$ cat src/rtl/keypad_scan_ctrl.sv
`timescale 1ns/1ps
`default_nettype none
// ============================================================================
//  Module   : keypad_scan_ctrl
//  Function : 4x4 matrix keypad scanner with debounce, one-deep key holding
//             register with a valid/ready handshake, and a sticky overflow flag.
//             Macro KEYPAD_SYNC_EN adds a 2-flop synchronizer on row_i.
//  Revision : 1.0 - initial release
// ============================================================================
module keypad_scan_ctrl #(
    parameter int SCAN_DIV     = 1000,
    parameter int DEBOUNCE_CYC = 20000
) (
    input  logic       clk,
    input  logic       rst_n,
    input  logic [3:0] row_i,
    output logic [3:0] col_o,
    output logic [3:0] key_code_o,
    output logic       key_valid_o,
    input  logic       key_ready_i,
    output logic       ovf_o,
    input  logic       ovf_clr_i
);

    localparam int c_DIV_W = (SCAN_DIV > 1) ? $clog2(SCAN_DIV) : 1;
    localparam int c_DEB_W = (DEBOUNCE_CYC > 1) ? $clog2(DEBOUNCE_CYC) : 1;
    localparam logic [c_DIV_W-1:0] c_DIV_LAST = c_DIV_W'(SCAN_DIV - 1);
    localparam logic [c_DEB_W-1:0] c_DEB_LAST = c_DEB_W'(DEBOUNCE_CYC - 1);

    typedef enum logic [1:0] {
        ST_SCAN     = 2'd0,
        ST_DEBOUNCE = 2'd1,
        ST_RELEASE  = 2'd2
    } state_t;

    state_t             r_state;
    state_t             w_state_nxt;
    logic [1:0]         r_col_idx;
    logic [1:0]         w_col_nxt;
    logic [1:0]         r_row_idx;
    logic [1:0]         w_row_nxt;
    logic [c_DIV_W-1:0] r_div_cnt;
    logic [c_DIV_W-1:0] w_div_nxt;
    logic [c_DEB_W-1:0] r_deb_cnt;
    logic [c_DEB_W-1:0] w_deb_nxt;
    logic [3:0]         r_key_code;
    logic [3:0]         w_code_nxt;
    logic               r_key_valid;
    logic               w_valid_nxt;
    logic               r_ovf;
    logic               w_ovf_nxt;
    logic               w_emit;

    logic [3:0]         w_rows;
    logic               w_any_low;
    logic [1:0]         w_low_idx;
    logic               w_latched_low;

`ifdef KEYPAD_SYNC_EN
    logic [3:0] r_row_meta;
    logic [3:0] r_row_sync;

    always_ff @(posedge clk or negedge rst_n) begin
        if (!rst_n) begin
            r_row_meta <= 4'hF;
            r_row_sync <= 4'hF;
        end else begin
            r_row_meta <= row_i;
            r_row_sync <= r_row_meta;
        end
    end

    assign w_rows = r_row_sync;
`else
    assign w_rows = row_i;
`endif

    // Lowest-numbered active row takes priority when several are pressed.
    always_comb begin
        w_any_low = ~&w_rows;
        w_low_idx = 2'd3;
        if (!w_rows[0]) begin
            w_low_idx = 2'd0;
        end else if (!w_rows[1]) begin
            w_low_idx = 2'd1;
        end else if (!w_rows[2]) begin
            w_low_idx = 2'd2;
        end
    end

    assign w_latched_low = ~w_rows[r_row_idx];

    always_ff @(posedge clk or negedge rst_n) begin
        if (!rst_n) begin
            r_state     <= ST_SCAN;
            r_col_idx   <= 2'd0;
            r_row_idx   <= 2'd0;
            r_div_cnt   <= '0;
            r_deb_cnt   <= '0;
            r_key_code  <= 4'd0;
            r_key_valid <= 1'b0;
            r_ovf       <= 1'b0;
        end else begin
            r_state     <= w_state_nxt;
            r_col_idx   <= w_col_nxt;
            r_row_idx   <= w_row_nxt;
            r_div_cnt   <= w_div_nxt;
            r_deb_cnt   <= w_deb_nxt;
            r_key_code  <= w_code_nxt;
            r_key_valid <= w_valid_nxt;
            r_ovf       <= w_ovf_nxt;
        end
    end

    always_comb begin
        w_state_nxt = r_state;
        w_col_nxt   = r_col_idx;
        w_row_nxt   = r_row_idx;
        w_div_nxt   = r_div_cnt;
        w_deb_nxt   = r_deb_cnt;
        w_emit      = 1'b0;

        case (r_state)
            ST_SCAN: begin
                if (r_div_cnt == c_DIV_LAST) begin
                    w_div_nxt = '0;
                    if (w_any_low) begin
                        w_row_nxt   = w_low_idx;
                        w_deb_nxt   = '0;
                        w_state_nxt = ST_DEBOUNCE;
                    end else begin
                        w_col_nxt = r_col_idx + 2'd1;
                    end
                end else begin
                    w_div_nxt = r_div_cnt + 1'b1;
                end
            end

            ST_DEBOUNCE: begin
                if (!w_latched_low) begin
                    // Bounce: rescan the same column from a fresh dwell.
                    w_div_nxt   = '0;
                    w_deb_nxt   = '0;
                    w_state_nxt = ST_SCAN;
                end else if (r_deb_cnt == c_DEB_LAST) begin
                    w_emit      = 1'b1;
                    w_deb_nxt   = '0;
                    w_state_nxt = ST_RELEASE;
                end else begin
                    w_deb_nxt = r_deb_cnt + 1'b1;
                end
            end

            ST_RELEASE: begin
                if (w_any_low) begin
                    w_deb_nxt = '0;
                end else if (r_deb_cnt == c_DEB_LAST) begin
                    w_deb_nxt   = '0;
                    w_div_nxt   = '0;
                    w_col_nxt   = r_col_idx + 2'd1;
                    w_state_nxt = ST_SCAN;
                end else begin
                    w_deb_nxt = r_deb_cnt + 1'b1;
                end
            end

            default: begin
                w_div_nxt   = '0;
                w_deb_nxt   = '0;
                w_state_nxt = ST_SCAN;
            end
        endcase
    end

    // Consumption and a new emit can coincide; the emit reload wins.
    always_comb begin
        w_code_nxt  = r_key_code;
        w_valid_nxt = r_key_valid & ~key_ready_i;
        w_ovf_nxt   = r_ovf & ~ovf_clr_i;
        if (w_emit) begin
            if (!r_key_valid || key_ready_i) begin
                w_code_nxt  = {r_col_idx, r_row_idx};
                w_valid_nxt = 1'b1;
            end else begin
                w_ovf_nxt = 1'b1;
            end
        end
    end

    assign col_o       = ~(4'b0001 << r_col_idx);
    assign key_code_o  = r_key_code;
    assign key_valid_o = r_key_valid;
    assign ovf_o       = r_ovf;

endmodule
`default_nettype wire

$ cat config.mk
export PLATFORM = sky130hd
export DESIGN_NAME = keypad_scan_ctrl
export DESIGN_NICKNAME = d
export VERILOG_FILES = /design/src/rtl/keypad_scan_ctrl.sv
export SDC_FILE = /design/constraint.sdc
export NUM_CORES = 1
export LEC_CHECK = 0
export ABC_AREA = 1
export CAP_MARGIN = 20
export CORE_MARGIN = 4
export CORE_UTILIZATION = 60
export CTS_CLUSTER_DIAMETER = 200
export CTS_CLUSTER_SIZE = 25
export DETAILED_ROUTE_END_ITERATION = 7
export PLACE_DENSITY = 0.82
export SLEW_MARGIN = 5
export SYNTH_ARGS = -nofsm -noshare
export SYNTH_HDL_FRONTEND = slang
export SYNTH_SLANG_ARGS = --single-unit
$ cat constraint.sdc
create_clock -name clk -period 2.8 [get_ports clk]
set_input_delay 0.56 -clock clk [delete_from_list [all_inputs] [get_ports clk]]
set_output_delay 0.56 -clock clk [all_outputs]
set_load 0.02 [all_outputs]
== Word level (Yosys, flattened, before mapping) ==
Cells that the tools add are included.
Word-level totals
  register bits: 37
  logic and storage cells: 76
  input port bits: 8
Cells by class
  bitwise operators: 6
  shifts and indexed selects: 1
  $add $sub $neg: 3
  reduce and logical (&&, ||, !) cells: 11
  multiplexer cells: 35
  magnitude comparators: 1
  equal/unequal tests: 11
Operator list (count)
  $mux 15: 5
  $pmux 15 s3: 1
  $mux 10: 4
  $pmux 10 s3: 1
  $mux 2: 12
  $add 15x1->15 const B: 1
  $eq 15x15->1 const B: 1
  $ne 2x2->1 const B: 6
  $add 10x1->10 const B: 1
  $eq 10x10->1 const B: 1
  $reduce_and 5->1: 2
  $mux 1: 9
  $pmux 2 s3: 1
  $reduce_and 3->1: 2
  $not 4->4: 1
  $pmux 2 s2: 1
  $reduce_and 2->1: 2
  $reduce_and 4->1: 1
  $shl 1x2->4 const A: 1
  $lt 2x3->1 const B: 1
  $ne 3x3->1 const B: 1
  $not 1->1: 3
  $add 2x1->2 const B: 1
  $and 1x1->1: 2
  other kinds (7): 7

== Depth between registers and ports, before layout ==
  depth after elaboration: 5
  mapped depth: 11
  depth with buffers taken out: 11

== Worst setup path before layout ==
Ideal clock, no wire load.
  kind: register to register
  start: register r_div_cnt[1]
  end: register r_deb_cnt[12]
  period minus slack after synthesis: 1563 ps
  arrival time: 1445 ps
  path slack: 1237 ps
  setup time: 119 ps
  buffers on the path: 1
  cell stages (with the launch flop): 10
  cells stage by stage: dfrtp_1 -> ha_1 -> nand2_1 -> nor2_2 -> nand3_4 -> o21bai_4 -> buf_6 -> nand4_1 -> nand2_1 -> nor2_1
Between the ends
  longest elaborated chain between the ends: 3
Ends and longest elaborated chain
  start: declaration: line 42  | logic [c_DIV_W-1:0] r_div_cnt;
  start signal: assignment: line 107  | r_div_cnt <= w_div_nxt;
  $eq 10x10->1: line 125  | if (r_div_cnt == c_DIV_LAST) begin
  $ne 2x2->1 (no line)
  $reduce_and 2->1 (no line)
  end signal: assignment: line 108  | r_deb_cnt <= w_deb_nxt;
  end: declaration: line 44  | logic [c_DEB_W-1:0] r_deb_cnt;
No other way between the ends.
A chain may end at the register's enable or synchronous reset.

== Worst setup path in the final report ==
  start: register r_col_idx[0]
  end: output col_o[2]
Between the ends
  longest elaborated chain between the ends: 2
Ends and longest elaborated chain
  start: declaration: line 38  | logic [1:0] r_col_idx;
  start signal: assignment: line 105  | r_col_idx <= w_col_nxt;
  $shl 1x2->4: line 190  | assign col_o = ~(4'b0001 << r_col_idx);
  $not 4->4: line 190
  end: declaration: line 17  | output logic [3:0] col_o,
No other way between the ends.

==> results.md <==
* MaxCap Viol Count at 0
* Antenna Cells at 0
* Number of global-route vias before repair at 1,829
* I/O pin total at 18
* RR Endpoint: r_deb_cnt[6]
* CTS sink cnt at 37
* Post_cts resized at 0
* Crit Path Class: reg -> out
* Cell mode on critical path: inv_1
* CP bufs+invs at 3
* Vias/cell at 5.29
* Global route overflow at 0
* Largest family of logic cells by synthesized area: simple AND/OR/NAND/NOR gates
* Leakage power at 1.26 nW
* Family with the most delay on the worst path: buffers and inverters
* PD cells at 354 nW/um^2
* Area delta synth->final at 10.9%
* CP max FO at 4
* Die area at 5040 sq um
* Worst Path Required at 2240 ps
* Simple logic cell fraction of the synthesized area at 39.5%
* CTS tree: built
* FF-to-FF setup slack at 790 ps
* Largest net degree at the start of global routing at 38
* Peak supply drop at 0.000266 V
* Post-CTS Setup Repair Bufs at 0
* Iteration-0 DRC Markers at 154
* Post-DP HPWL at 3.64 mm
* RSZ-0062 raised after global routing: no
* Fin Setup TNS at 0 ps
* H-tree levels at 2
* Synthesized flop and latch total at 37
* Initial Util at 63.6%
* Site Rows at 22
* First-pass detailed-route iteration total at 5
* Worst r2r path cells at 8
* Clock slew at reported path FFs at 70 ps
* WP data arrival at 1610 ps
* DRT Wirelength at 4.79 mm
* Rel. slew slack at 46.0%
* WL/cell at 12.3 um
* Total Power at 0.934 mW
* TritonCTS Buffers at 5
* Fmax at 0.462 GHz
* Residual DRC count at 0
* Distinct cells, synth at 33
* Multiplexer share of the synthesized area at 0%
* Tcrit/Tclk final at 77.4%
* Synth Area in Adders at 4.73%
* IO Port Bufs at 17
* Warnings from Yosys at 0
* Synthesized area per cell at 7.37 sq um
* CTS root buf: clkbuf_8
* Die X at 71.0 um
* Cell chain of the critical path: inv_1 -> ha_1 -> inv_1 -> clkdlybuf4s50_1
* Core area at 3740 sq um
* Worst r2r src: r_div_cnt[0]
* Maximum buffer depth of the clock tree at 2
* Global-route wire length before repair at 8.30 mm
* Antenna-violating nets left at 0
* # setup viols final at 0
* Seq/Total Area, Yosys at 38.9%
* Crit start category: flop
* Post-synthesis cell count at 323
* # hold bufs at CTS at 0
* Critical path endpoint category: output port
* Detailed-route via count at 2,065
* Synth Area in XOR/XNOR at 1.84%
* Fin nets at 358
* DIE HEIGHT at 71.0 um
* Worst hold path type: in -> async
* Routability cong. at 0.850
* Final-report hold violation count at 0
* Initial antenna violation count at 0
* CP peak stage delay at 590 ps
* Pin slew with the least headroom to its limit at 810 ps
* Compound-cell area share of the yosys netlist at 7.04%
* CP max-delay cell: clkdlybuf4s50_1
* Syn Nets at 340
* Slew Viols, Final at 0
* Total Routing Usage GR at 20.5%
* Synth Cell Area at 2380 sq um
* Worst Skew at 8.17 ps
* Minimum clock period at 2170 ps
* Worst skew pair latency at 290 ps
* Hold WS at 360 ps
* Share of cells above drive strength 1 at 9.65%
* Status: completed
[final cells by class]
class | instances | area (sq um)
flip-flops and latches | 37 | 926
inverters | 39 | 146
multi-input cells | 241 | 1260
clock buffers | 8 | 80.1
fillers | 333 | 1100
repair buffers | 17 | 165
well taps | 48 | 60.1
[per-layer routing]
layer / global-route usage [%] / vias up / part of all wire, %
li1: - / 1071 / -
met1: 27.1 / 940 / 46
met2: 33.8 / 49 / 49
met3: 4.83 / 5 / 4.6
met4: 5.64 / 0 / 0.58
met5: 0 / - / 0
[metrics by stage]
stage	utilization, %	area, sq um	instances	setup WS, ps
final	70.6	2640	390	633
after global routing	70.6	2640	390	539
after floorplan	-	2380	323	1240
after global placement	68.4	2560	382	656
after CTS	70.6	2640	390	618
after detailed placement	68.4	2560	382	582
[where the power goes]
part	internal (mW)	total [mW]	switching (mW)
combinational	0.0136	0.0375	0.0239
clock	0.177	0.354	0.178
sequential	0.538	0.542	0.00406
[Yosys cell counts]
cell type | instances | area (sq um)
nand4_1 | 17 | 106
or2_2 | 1 | 6.26
inv_1 | 31 | 116
dfrtp_1 | 37 | 926
clkinv_1 | 1 | 3.75
inv_2 | 7 | 26.3
nor2_2 | 1 | 6.26
nand4_2 | 1 | 12.5
a21oi_1 | 1 | 5.00
ha_1 | 9 | 113
nand2_1 | 96 | 360
o21ai_2 | 1 | 8.76
o21a_1 | 1 | 7.51
o21bai_4 | 1 | 18.8
o21ai_0 | 3 | 15.0
nor2_4 | 2 | 22.5
o21ai_1 | 13 | 65.1
o211ai_1 | 1 | 7.51
nand2_4 | 2 | 22.5
nor3_1 | 3 | 15.0
o21bai_2 | 3 | 33.8
o22ai_1 | 1 | 6.26
nor3_2 | 1 | 10.0
nand3b_1 | 2 | 15.0
nand3_4 | 2 | 35.0
nand3_1 | 30 | 150
xor2_1 | 4 | 35.0
buf_6 | 2 | 22.5
xnor2_1 | 1 | 8.76
buf_4 | 1 | 7.51
nand2_2 | 5 | 31.3
buf_2 | 3 | 15.0
nor2_1 | 39 | 146
[kinds of logic after synthesis]
group	Yosys count
compound gates	25
xor+xnor	5
fa+ha+maj	9
buf+inv	45
flops	37
simple gates	202
[state kept, by name (all words and copies together) (netlist names)]
signal and count:
r_div_cnt 10, r_state 2, ovf_o 1, r_row_idx 2, key_code_o 4, r_deb_cnt 15
r_col_idx 2, key_valid_o 1
[placed cells by master, fill, tap and decap left out, types with 2 or more instances in the layout]
cell type        Yosys  layout
nor2_4               2       2
nand3b_1             2       2
o21ai_0              3       3
o21ai_1             13      13
ha_1                 9       9
xor2_1               4       4
nand3_4              2       2
nand2_2              5       5
nand2_1             96      96
o21bai_2             3       3
clkbuf_1             0       3
inv_1               31      31
inv_2                7       7
nor2_1              39      39
nand2_4              2       2
nand3_1             30      30
dfrtp_1             37      37
clkbuf_8             0       5
nor3_1               3       3
clkdlybuf4s50_1      0      16
nand4_1             17      17
[worst max-delay path by stage]
stage                 startpoint            end  slack (ps)  depth (start not counted)
floorplan           r_div_cnt[1]  r_deb_cnt[12]        1240                          9
global placement        row_i[0]   r_deb_cnt[8]         660                          8
detailed placement      row_i[0]   r_deb_cnt[8]         580                          8
CTS                 r_col_idx[0]       col_o[2]         620                          4
global route        r_col_idx[1]       col_o[0]         540                          4
finish              r_col_idx[0]       col_o[2]         630                          4
No activity file was read; power rests on OpenSTA's default activity.
